--- config.mk ---
export PLATFORM = sky130hd
export DESIGN_NAME = lz77_decoder_flat
export DESIGN_NICKNAME = d
export VERILOG_FILES = /design/src/rtl/lz77_decoder_if.sv /design/src/rtl/lz77_decoder.sv /design/src/flat_wrapper.sv
export SDC_FILE = /design/constraint.sdc
export NUM_CORES = 1
export LEC_CHECK = 0
export ABC_AREA = 1
export BUFFER_PORTS_ARGS = -buffer_cell sky130_fd_sc_hd__buf_2
export CORE_MARGIN = 2
export CORE_UTILIZATION = 45
export CTS_CLUSTER_SIZE = 24
export DETAILED_ROUTE_END_ITERATION = 12
export GPL_TIMING_DRIVEN = 0
export PLACE_DENSITY_LB_ADDON = 0.12
export SYNTH_ARGS = -nofsm -noshare
export SYNTH_HDL_FRONTEND = slang
export SYNTH_SLANG_ARGS = --single-unit
--- constraint.sdc ---
create_clock -name clk -period 3.7 [get_ports clk]
set_input_delay 0.185 -clock clk [delete_from_list [all_inputs] [get_ports clk]]
set_output_delay 0.185 -clock clk [all_outputs]
set_load 0.02 [all_outputs]
--- src/rtl/lz77_decoder_if.sv ---
// Token/character bus between the LZ77 token source and lz77_decoder.
// LZ77_DEC_ERR_EN adds the sticky err output.
interface lz77_decoder_if;
    logic       valid;
    logic       encode;
    logic [4:0] offset;
    logic [4:0] match_len;
    logic [7:0] char_nxt;
    logic       ready;
    logic       out_valid;
    logic [7:0] out_char;
    logic       finish;
`ifdef LZ77_DEC_ERR_EN
    logic       err;
`endif

    modport master (
        output valid, encode, offset, match_len, char_nxt,
        input  ready, out_valid, out_char, finish
`ifdef LZ77_DEC_ERR_EN
        , input err
`endif
    );

    modport slave (
        input  valid, encode, offset, match_len, char_nxt,
        output ready, out_valid, out_char, finish
`ifdef LZ77_DEC_ERR_EN
        , output err
`endif
    );
endinterface

--- src/rtl/lz77_decoder.sv ---
// LZ77 token decoder: rebuilds the character stream from (offset, match_len, char_nxt)
// tokens using a shift-window history. Optional LZ77_DEC_ERR_EN adds a sticky err flag.
module lz77_decoder #(
    parameter int unsigned WIN_DEPTH = 30,
    parameter logic [7:0]  END_CHAR  = 8'h24
) (
    input  logic           clk,
    input  logic           reset,
    lz77_decoder_if.slave  bus
);
    localparam logic [5:0] WIN_DEPTH_W = 6'(WIN_DEPTH);

    // State names describe what the registered outputs hold during the cycle.
    typedef enum logic [1:0] {
        S_IDLE,
        S_COPY,
        S_LIT,
        S_DONE
    } state_e;

    state_e     state_q, state_d;
    logic [3:0] hist_q [WIN_DEPTH];
    logic [3:0] hist_d [WIN_DEPTH];
    logic [4:0] offset_q, offset_d;
    logic [4:0] remain_q, remain_d;
    logic [7:0] char_q, char_d;
    logic       ready_q, ready_d;
    logic       out_valid_q, out_valid_d;
    logic [7:0] out_char_q, out_char_d;
    logic       finish_q, finish_d;

    logic       accept;
    logic [4:0] rd_off;
    logic [3:0] rd_sym;
    logic       shift_en;
    logic [3:0] shift_sym;
    logic       lit_go;
    logic [7:0] lit_char;

`ifdef LZ77_DEC_ERR_EN
    logic [5:0] fill_q, fill_d;
    logic       err_q, err_d;
`endif

    assign accept = bus.valid && bus.encode && ready_q;

    // The first copied symbol is read with the live offset so it can be
    // registered on the accept edge; later symbols use the latched offset.
    always_comb begin
        rd_off = (state_q == S_IDLE) ? bus.offset : offset_q;
        rd_sym = '0;
        for (int unsigned i = 0; i < WIN_DEPTH; i++) begin
            if (5'(i) == rd_off) begin
                rd_sym = hist_q[i];
            end
        end
    end

    always_comb begin
        state_d     = state_q;
        offset_d    = offset_q;
        remain_d    = remain_q;
        char_d      = char_q;
        out_valid_d = 1'b0;
        out_char_d  = out_char_q;
        finish_d    = finish_q;
        shift_en    = 1'b0;
        shift_sym   = '0;
        lit_go      = 1'b0;
        lit_char    = '0;

        case (state_q)
            S_IDLE: begin
                if (accept) begin
                    offset_d = bus.offset;
                    char_d   = bus.char_nxt;
                    if (bus.match_len != '0) begin
                        shift_en    = 1'b1;
                        shift_sym   = rd_sym;
                        out_valid_d = 1'b1;
                        out_char_d  = {4'h0, rd_sym};
                        remain_d    = bus.match_len - 5'd1;
                        state_d     = S_COPY;
                    end else begin
                        lit_go   = 1'b1;
                        lit_char = bus.char_nxt;
                    end
                end
            end
            S_COPY: begin
                if (remain_q != '0) begin
                    shift_en    = 1'b1;
                    shift_sym   = rd_sym;
                    out_valid_d = 1'b1;
                    out_char_d  = {4'h0, rd_sym};
                    remain_d    = remain_q - 5'd1;
                end else begin
                    lit_go   = 1'b1;
                    lit_char = char_q;
                end
            end
            S_LIT: begin
                state_d = S_IDLE;
            end
            S_DONE: begin
                state_d = S_DONE;
            end
            default: begin
                state_d = S_IDLE;
            end
        endcase

        // The end marker produces no character and leaves history untouched.
        if (lit_go) begin
            if (lit_char != END_CHAR) begin
                shift_en    = 1'b1;
                shift_sym   = lit_char[3:0];
                out_valid_d = 1'b1;
                out_char_d  = lit_char;
                state_d     = S_LIT;
            end else begin
                finish_d = 1'b1;
                state_d  = S_DONE;
            end
        end

        ready_d = (state_d == S_IDLE);
    end

    always_comb begin
        hist_d = hist_q;
        if (shift_en) begin
            hist_d[0] = shift_sym;
            for (int unsigned i = 1; i < WIN_DEPTH; i++) begin
                hist_d[i] = hist_q[i-1];
            end
        end
    end

`ifdef LZ77_DEC_ERR_EN
    always_comb begin
        fill_d = fill_q;
        err_d  = err_q;
        if (shift_en && (fill_q < WIN_DEPTH_W)) begin
            fill_d = fill_q + 6'd1;
        end
        if (accept && (({1'b0, bus.offset} >= WIN_DEPTH_W) ||
                       ((bus.match_len != '0) && ({1'b0, bus.offset} >= fill_q)))) begin
            err_d = 1'b1;
        end
    end

    always_ff @(posedge clk) begin
        if (reset) begin
            fill_q <= '0;
            err_q  <= 1'b0;
        end else begin
            fill_q <= fill_d;
            err_q  <= err_d;
        end
    end

    assign bus.err = err_q;
`endif

    always_ff @(posedge clk) begin
        if (reset) begin
            state_q     <= S_IDLE;
            hist_q      <= '{default: '0};
            offset_q    <= '0;
            remain_q    <= '0;
            char_q      <= '0;
            ready_q     <= 1'b1;
            out_valid_q <= 1'b0;
            out_char_q  <= '0;
            finish_q    <= 1'b0;
        end else begin
            state_q     <= state_d;
            hist_q      <= hist_d;
            offset_q    <= offset_d;
            remain_q    <= remain_d;
            char_q      <= char_d;
            ready_q     <= ready_d;
            out_valid_q <= out_valid_d;
            out_char_q  <= out_char_d;
            finish_q    <= finish_d;
        end
    end

    assign bus.ready     = ready_q;
    assign bus.out_valid = out_valid_q;
    assign bus.out_char  = out_char_q;
    assign bus.finish    = finish_q;

endmodule

--- src/flat_wrapper.sv ---
// flat-port wrapper written by rule: the top's interface ports become plain ports
module lz77_decoder_flat 
#(
    parameter int unsigned WIN_DEPTH = 30,
    parameter logic [7:0]  END_CHAR  = 8'h24
)
  (clk, reset, bus_valid, bus_encode, bus_offset, bus_match_len, bus_char_nxt, bus_ready, bus_out_valid, bus_out_char, bus_finish);
  lz77_decoder_if bus_i ();
  input  logic clk;
  input  logic reset;
  input wire logic [$bits(bus_i.valid)-1:0] bus_valid;
  input wire logic [$bits(bus_i.encode)-1:0] bus_encode;
  input wire logic [$bits(bus_i.offset)-1:0] bus_offset;
  input wire logic [$bits(bus_i.match_len)-1:0] bus_match_len;
  input wire logic [$bits(bus_i.char_nxt)-1:0] bus_char_nxt;
  output wire logic [$bits(bus_i.ready)-1:0] bus_ready;
  output wire logic [$bits(bus_i.out_valid)-1:0] bus_out_valid;
  output wire logic [$bits(bus_i.out_char)-1:0] bus_out_char;
  output wire logic [$bits(bus_i.finish)-1:0] bus_finish;
  assign bus_i.valid = bus_valid;
  assign bus_i.encode = bus_encode;
  assign bus_i.offset = bus_offset;
  assign bus_i.match_len = bus_match_len;
  assign bus_i.char_nxt = bus_char_nxt;
  assign bus_ready = bus_i.ready;
  assign bus_out_valid = bus_i.out_valid;
  assign bus_out_char = bus_i.out_char;
  assign bus_finish = bus_i.finish;
  lz77_decoder #(.WIN_DEPTH(WIN_DEPTH), .END_CHAR(END_CHAR)) u_core (.clk(clk), .reset(reset), .bus(bus_i));
endmodule
==> run summary, run 1 <==
Final setup vio count -> 0
Post-Syn Area per Cell -> 6.61 um2
DP Wirelength -> 13100 um
Post-Synthesis Cells -> 1074
Post-CTS Hold Buffers -> 0
Vias in the first global route -> 6118
DR pass1 iterations -> 5
Hold Path Cell Cnt -> 3
Crit path max fanout -> 10
RSZ-0062 raised after global routing -> no
Clock transition at path regs -> 60 ps
Sequential area share after synthesis -> 0.426
Fmax -> 291 MHz
Final slew viol count -> 0
Setup Buffers After CTS -> 0
Clk_lat worst skew -> 420 ps
Core Box Area -> 15300 um2
Via count -> 6678
Fillers -> 1615
Hold path startpoint -> bus_offset[4]
ANT nets after route -> 0
Buffers on Ports -> 31
Maximum vdd drop -> 0.344 mV
Total wire length -> 18600 um
Final hold slack -> 34.2 ps
FF+latch count, synth -> 151
Multi-input logic area -> 3490 um2
WP data arrival -> 3790 ps
Worst slew margin -> 0.554
FF-to-FF path depth -> 16
MaxCap Viol Count -> 0
Post-layout util -> 0.537
Initial antenna violation count -> 0
Grt total ovfl -> 0
Clock share of power -> 0.346
Clock Skew -> 6.15 ps
Critical Path RT -> 4050 ps
Final nets -> 1147
Mapped Area -> 7100 um2
Status -> finished, final reports clean
IO Pins -> 33
Area grow syn2layout -> 15.9%
Ys Warns -> 0
Layout cells sized above 1 -> 0.113
Capturing point of the worst reg2reg path -> u_core.hist_q[31]
Worst Hold Endpoint -> u_core.offset_q[4]
Storage cell area -> 3020 um2
Hold Vio Cnt, Final -> 0
Post_cts resized -> 0
Initial Utilization -> 0.463
Logic pwr share -> 0.258
CTS Buf Count -> 17
Least-Margin Pin Slew -> 669 ps
Synth unique cells -> 36
Clock net sink count -> 151
CP Class -> reg -> reg
DIE WIDTH -> 130 um
Clock root cell -> clkbuf_16
Total GRT Usage -> 0.229
Power Density -> 681 nW/um2
Net Sw Power -> 0.00188 W
Crit end category -> register
1st-iter DRT viols -> 456
RR Startpoint -> u_core.state_q[1]
Critical Path Start Type -> register
Final period util -> 0.929
Post-Syn Nets -> 1097
DR vias/cell -> 4.95
GP Congestion -> 0.886
Static leakage -> 3.56 nW
Reg-to-reg slack, setup -> 260 ps
Ant. Diodes -> 0
P_int -> 0.00372 W
Row count -> 45
Sequential group share of total power -> 0.396
Drt drc -> 0
Vert. Die Dim -> 130 um
Drt wl/cell -> 13.8 um
First-pass GRT wire length -> 30500 um
Longest Clk Path Bufs -> 2
Switching Fraction -> 0.335
Largest net degree at the start of global routing -> 17
Max H-tree Level -> 4
Die footprint -> 16800 um2
TritonCTS clock tree -> yes
Fin Setup TNS -> 0 ps
Worst min-delay path class -> in -> reg
Final min period -> 3440 ps
-- per-stage QoR --
stage | power (W) | std cells | setup WS [ps] | instance area, um2
2_1_floorplan | 0.00324 | 1074 | 1020 | 7100
3_3_place_gp | 0.00364 | 1316 | 172 | 7510
3_5_place_dp | 0.00366 | 1316 | 166 | 7510
4_1_cts | 0.00561 | 1348 | 123 | 8190
5_1_grt | 0.00596 | 1348 | 10.0 | 8220
6_report | 0.00560 | 1348 | 262 | 8220
-- metal layers --
| metal | GRT usage | up-vias | part of all wire |
|---|---|---|---|
| li1 | - | 3516 | - |
| met1 | 0.318 | 3002 | 0.50 |
| met2 | 0.363 | 132 | 0.44 |
| met3 | 0.0380 | 28 | 0.045 |
| met4 | 0.0746 | 0 | 0.015 |
| met5 | 0 | - | 0 |
-- placed cells by master, fill, tap and decap left out, types with 2 or more instances in the layout --
cell / instances
nand3_1: 27
nor2_2: 4
inv_2: 8
or2_2: 23
clkbuf_8: 8
buf_6: 2
bufinv_16: 4
clkbuf_16: 17
nor2_4: 7
or2_0: 3
nand4_1: 10
nand2_1: 208
a21oi_1: 70
inv_1: 101
o211ai_1: 2
xor2_1: 2
nand2_4: 3
buf_2: 39
o21ai_2: 2
o2bb2ai_1: 3
o21ai_0: 147
a31oi_1: 5
or2_1: 2
o21ai_1: 3
nand3b_1: 3
nor2_1: 227
dfxtp_1: 150
nand2_2: 6
clkbuf_1: 36
-- synth_stat cells --
library cell / count / share of area
buf_1: 1 / 0.00053
o22ai_1: 1 / 0.00088
xor2_1: 2 / 0.0025
nand3b_1: 3 / 0.0032
inv_1: 102 / 0.054
buf_2: 9 / 0.0063
nor2_1: 228 / 0.12
a21oi_1: 70 / 0.049
o21ai_1: 3 / 0.0021
nand2_4: 1 / 0.0016
nor2_4: 5 / 0.0079
nor2_2: 5 / 0.0044
nand4_1: 10 / 0.0088
dfxtp_1: 151 / 0.43
buf_6: 2 / 0.0032
ha_1: 1 / 0.0018
nor4_1: 1 / 0.00088
o31ai_1: 1 / 0.0011
nand2_2: 4 / 0.0035
nand3_1: 27 / 0.019
inv_2: 7 / 0.0037
nor3_1: 1 / 0.00070
a31oi_1: 5 / 0.0044
or2_2: 23 / 0.020
nand2_1: 212 / 0.11
and3_1: 1 / 0.00088
o21ai_2: 2 / 0.0025
o211ai_1: 2 / 0.0021
or2_0: 3 / 0.0026
o21bai_1: 1 / 0.0011
mux2i_1: 1 / 0.0014
clkbuf_1: 36 / 0.019
o21ai_4: 1 / 0.0023
o21ai_0: 147 / 0.10
or2_1: 2 / 0.0018
o2bb2ai_1: 3 / 0.0037
-- cells by family (layout without fill, tap and decap cells) --
kind of cell,Yosys count,after routing,synth area share
and+or+nand+nor,526,526,0.308
AOI/OAI and AO/OA,236,236,0.173
buffers and inverters,157,220,0.0868
DFF,151,151,0.426
xor gates and xnor gates,2,2,0.00247
adders and majority gates,1,1,0.00176
muxes,1,1,0.00141
-- cell type report --
class                           count  share of cell area
Multi-Input combinational cell    766               0.424
Sequential cell                   151               0.368
Clock buffer                       26              0.0656
Inverter                          109              0.0497
Tap cell                          211              0.0321
Buffer                             48              0.0256
Timing Repair Buffer               31              0.0189
Clock inverter                      6              0.0161
-- state kept, by name (all words and copies together), names as in the netlist --
name,cells
u_core.bus.out_valid,1
u_core.bus.ready,1
u_core.bus.finish,1
u_core.bus.out_char,8
u_core.hist_q,120
u_core.state_q,2
u_core.offset_q,5
u_core.remain_q,5
u_core.char_q,8
-- critical path: stages, from the launching register on --
cell,delay [ps]
dfxtp_1,310
buf_6,140
inv_2,120
nand2_4,90
nor2_1,300
nand2_1,120
nor2_1,100
a21oi_1,80
nor4_1,370
nand4_1,220
nand2_1,170
inv_1,90
nor2_4,270
inv_2,210
clkbuf_1,300
buf_2,290
a21oi_1,170
-- worst max-delay path by stage --
stage | startpoint | endpoint | slack (ps)
3_5_place_dp | u_core.state_q[1] | u_core.hist_q[31] | 170
4_1_cts | u_core.state_q[1] | u_core.hist_q[31] | 120
2_1_floorplan | u_core.state_q[1] | u_core.bus.out_char[2] | 1020
3_3_place_gp | u_core.state_q[1] | u_core.hist_q[15] | 170
6_report | u_core.state_q[1] | u_core.hist_q[31] | 260
5_1_grt | u_core.state_q[1] | u_core.bus.out_char[2] | 10
-- power by group through the flow --
stage	clock network, W	logic, W	registers [W]
2_1_floorplan	0	0.00104	0.00219
3_3_place_gp	0	0.00140	0.00224
3_5_place_dp	0	0.00142	0.00224
4_1_cts	0.00197	0.00143	0.00222
5_1_grt	0.00204	0.00166	0.00226
6_report	0.00194	0.00144	0.00222
Power figures use the tool's default switching activity.
==> run 2: changes to the inputs <==
Settings changed: CORE_ASPECT_RATIO set to 0.6.
==> run 2 against run 1 <==
  * Sequential cell count stayed put
  * Global-route usage is 1.3 points higher
  * Combinational power increased by 5%
  * Highest routed layer unchanged
==> run summary, run 2 (synthesis gave the netlist of run 1 again) <==
Status -> finished, final reports clean (unchanged)
Largest register FFs -> 120 (unchanged)
IO Pins -> 33 (unchanged)
Final slew viol count -> 0 (unchanged)
Post-Layout Inst Area -> 8210 um2 (was 8220 um2)
Die footprint -> 16800 um2 (about the same)
DIE WIDTH -> 166 um (was 130 um)
CTS Buf Count -> 17 (unchanged)
Final nets -> 1155 (was 1147)
Post-layout util -> 0.534 (was 0.537)
RSZ-0062 raised after global routing -> yes (was no)
Largest Register -> u_core.hist_q (unchanged)
Fmax -> 294 MHz (was 291 MHz)
Initial antenna violation count -> 0 (unchanged)
Clock root cell -> clkbuf_16 (unchanged)
CP max stage delay -> 310 ps (was 370 ps)
Clock net sink count -> 151 (unchanged)
Slowest CP cell -> dfxtp_1 (was nor4_1)
Final min period -> 3400 ps (was 3440 ps)
Final hold slack -> 27.3 ps (was 34.2 ps)
Grt total ovfl -> 0 (unchanged)
Area grow syn2layout -> 15.7% (was 15.9%)
DR pass1 iterations -> 5 (unchanged)
Fillers -> 1528 (was 1615)
Vert. Die Dim -> 101 um (was 130 um)
Crit end category -> register (unchanged)
Core Box Area -> 15400 um2 (was 15300 um2)
Buffers on Ports -> 31 (unchanged)
1st-iter DRT viols -> 473 (was 456)
MaxCap Viol Count -> 0 (unchanged)
ANT nets after route -> 0 (unchanged)
Critical Path RT -> 4020 ps (was 4050 ps)
Drt drc -> 0 (unchanged)
Pwr Total -> 0.00544 W (was 0.00560 W)
Clock transition at path regs -> 70 ps (was 60 ps)
Longest Clk Path Bufs -> 2 (unchanged)
Placed Area -> 7500 um2 (was 7510 um2)
Power Density -> 663 nW/um2 (was 681 nW/um2)
Total GRT Usage -> 0.241 (was 0.229)
Final setup vio count -> 0 (unchanged)
GP Congestion -> 0.882 (was 0.886)
Most frequent cells in the layout -> 225 x nor2_1, 207 x nand2_1, 150 x dfxtp_1 (was 227 x nor2_1, 208 x nand2_1, 150 x dfxtp_1)
Final period util -> 0.919 (was 0.929)
Initial Utilization -> 0.462 (was 0.463)
WP data arrival -> 3720 ps (was 3790 ps)
Vias in the first global route -> 6245 (was 6118)
Finished Layout Cells -> 1347 (was 1348)
Crit path top cell by count -> nand2_1
Placed insts -> 1308 (was 1316)
DP Wirelength -> 14300 um (was 13100 um)
Drt wl/cell -> 14.7 um (was 13.8 um)
Static leakage -> 3.55 nW (was 3.56 nW)
Largest net degree at the start of global routing -> 17 (unchanged)
Clk_lat worst skew -> 430 ps (was 420 ps)
Worst min-delay path class -> in -> reg (unchanged)
Max H-tree Level -> 4 (unchanged)
CP Class -> reg -> reg (unchanged)
Maximum vdd drop -> 0.273 mV (was 0.344 mV)
Via count -> 6883 (was 6678)
TritonCTS clock tree -> yes (unchanged)
Least-Margin Pin Slew -> 793 ps (was 669 ps)
Most common cell after layout, fill and taps aside -> nor2_1 (unchanged)
Row count -> 35 (was 45)
Critical Path Start Type -> register (unchanged)
Clock Skew -> 12.2 ps (was 6.15 ps)
Total wire length -> 19800 um (was 18600 um)
First-pass GRT wire length -> 32500 um (was 30500 um)
Hold Vio Cnt, Final -> 0 (unchanged)
Layout cells sized above 1 -> 0.123 (was 0.113)
Ant. Diodes -> 0 (unchanged)
Worst slew margin -> 0.471 (was 0.554)
Crit path max fanout -> 8 (was 10)
DR vias/cell -> 5.11 (was 4.95)
-- run 2: stage by stage --
stage                     setup slack (ps)  TNS, ps
after floorplan                       1020        0
after global placement                58.7        0
after detailed placement              91.7        0
after CTS                             69.9        0
after global routing                 -25.3    -25.3
final                                  299        0
-- run 2: area by class of cell --
| cell class | instances | area (um2) | area share |
|---|---|---|---|
| inverter | 109 | 412 | 0.0502 |
| multi-input combinational | 766 | 3520 | 0.429 |
| clock inverter | 14 | 143 | 0.0174 |
| tap | 203 | 254 | 0.0309 |
| sequential | 151 | 3020 | 0.368 |
| buffer | 48 | 213 | 0.0259 |
| clock buffer | 17 | 425 | 0.0518 |
| timing repair buffer | 39 | 215 | 0.0262 |
-- run 2: worst max-delay path, delay by kind of cell (launching register included) --
kind	cells	cell delay [ps]
compound gates	3	290
buf+inv	3	320
flops	1	310
simple gates	29	2400
-- run 2: what timing repair did --
item	CTS	global route
hold buffers	0	0
hold endpoints to repair	0	0
buffers inserted	0	8
gates resized for setup	0	26
setup endpoints to repair	0	125
-- run 2: power breakdown --
| group | internal [W] | switching [W] | total (W) |
|---|---|---|---|
| Combinational | 0.000490 | 0.00102 | 0.00151 |
| Clock | 0.000943 | 0.000764 | 0.00171 |
| Sequential | 0.00198 | 0.000241 | 0.00222 |
| Total | 0.00342 | 0.00203 | 0.00544 |
-- run 2: routing by layer --
layer / track usage / part of all wire / vias to the layer above
met3: 0.0336 / 0.058 / 16
met4: 0.0595 / 0.0080 / 0
met2: 0.333 / 0.37 / 182
met5: 0 / 0 / -
li1: - / - / 3531
met1: 0.388 / 0.57 / 3154
-- run 2: path summary, 6_finish.rpt --
path / slack [ps] / end / start / cells after the start
worst min register to register: 450 / u_core.bus.finish / u_core.bus.finish / 2
worst max-delay path: 300 / u_core.bus.out_char[0] / u_core.state_q[1] / 35
worst min-delay path: 30 / u_core.char_q[6] / bus_char_nxt[6] / 3
worst max register to register: 300 / u_core.bus.out_char[0] / u_core.state_q[1] / 35
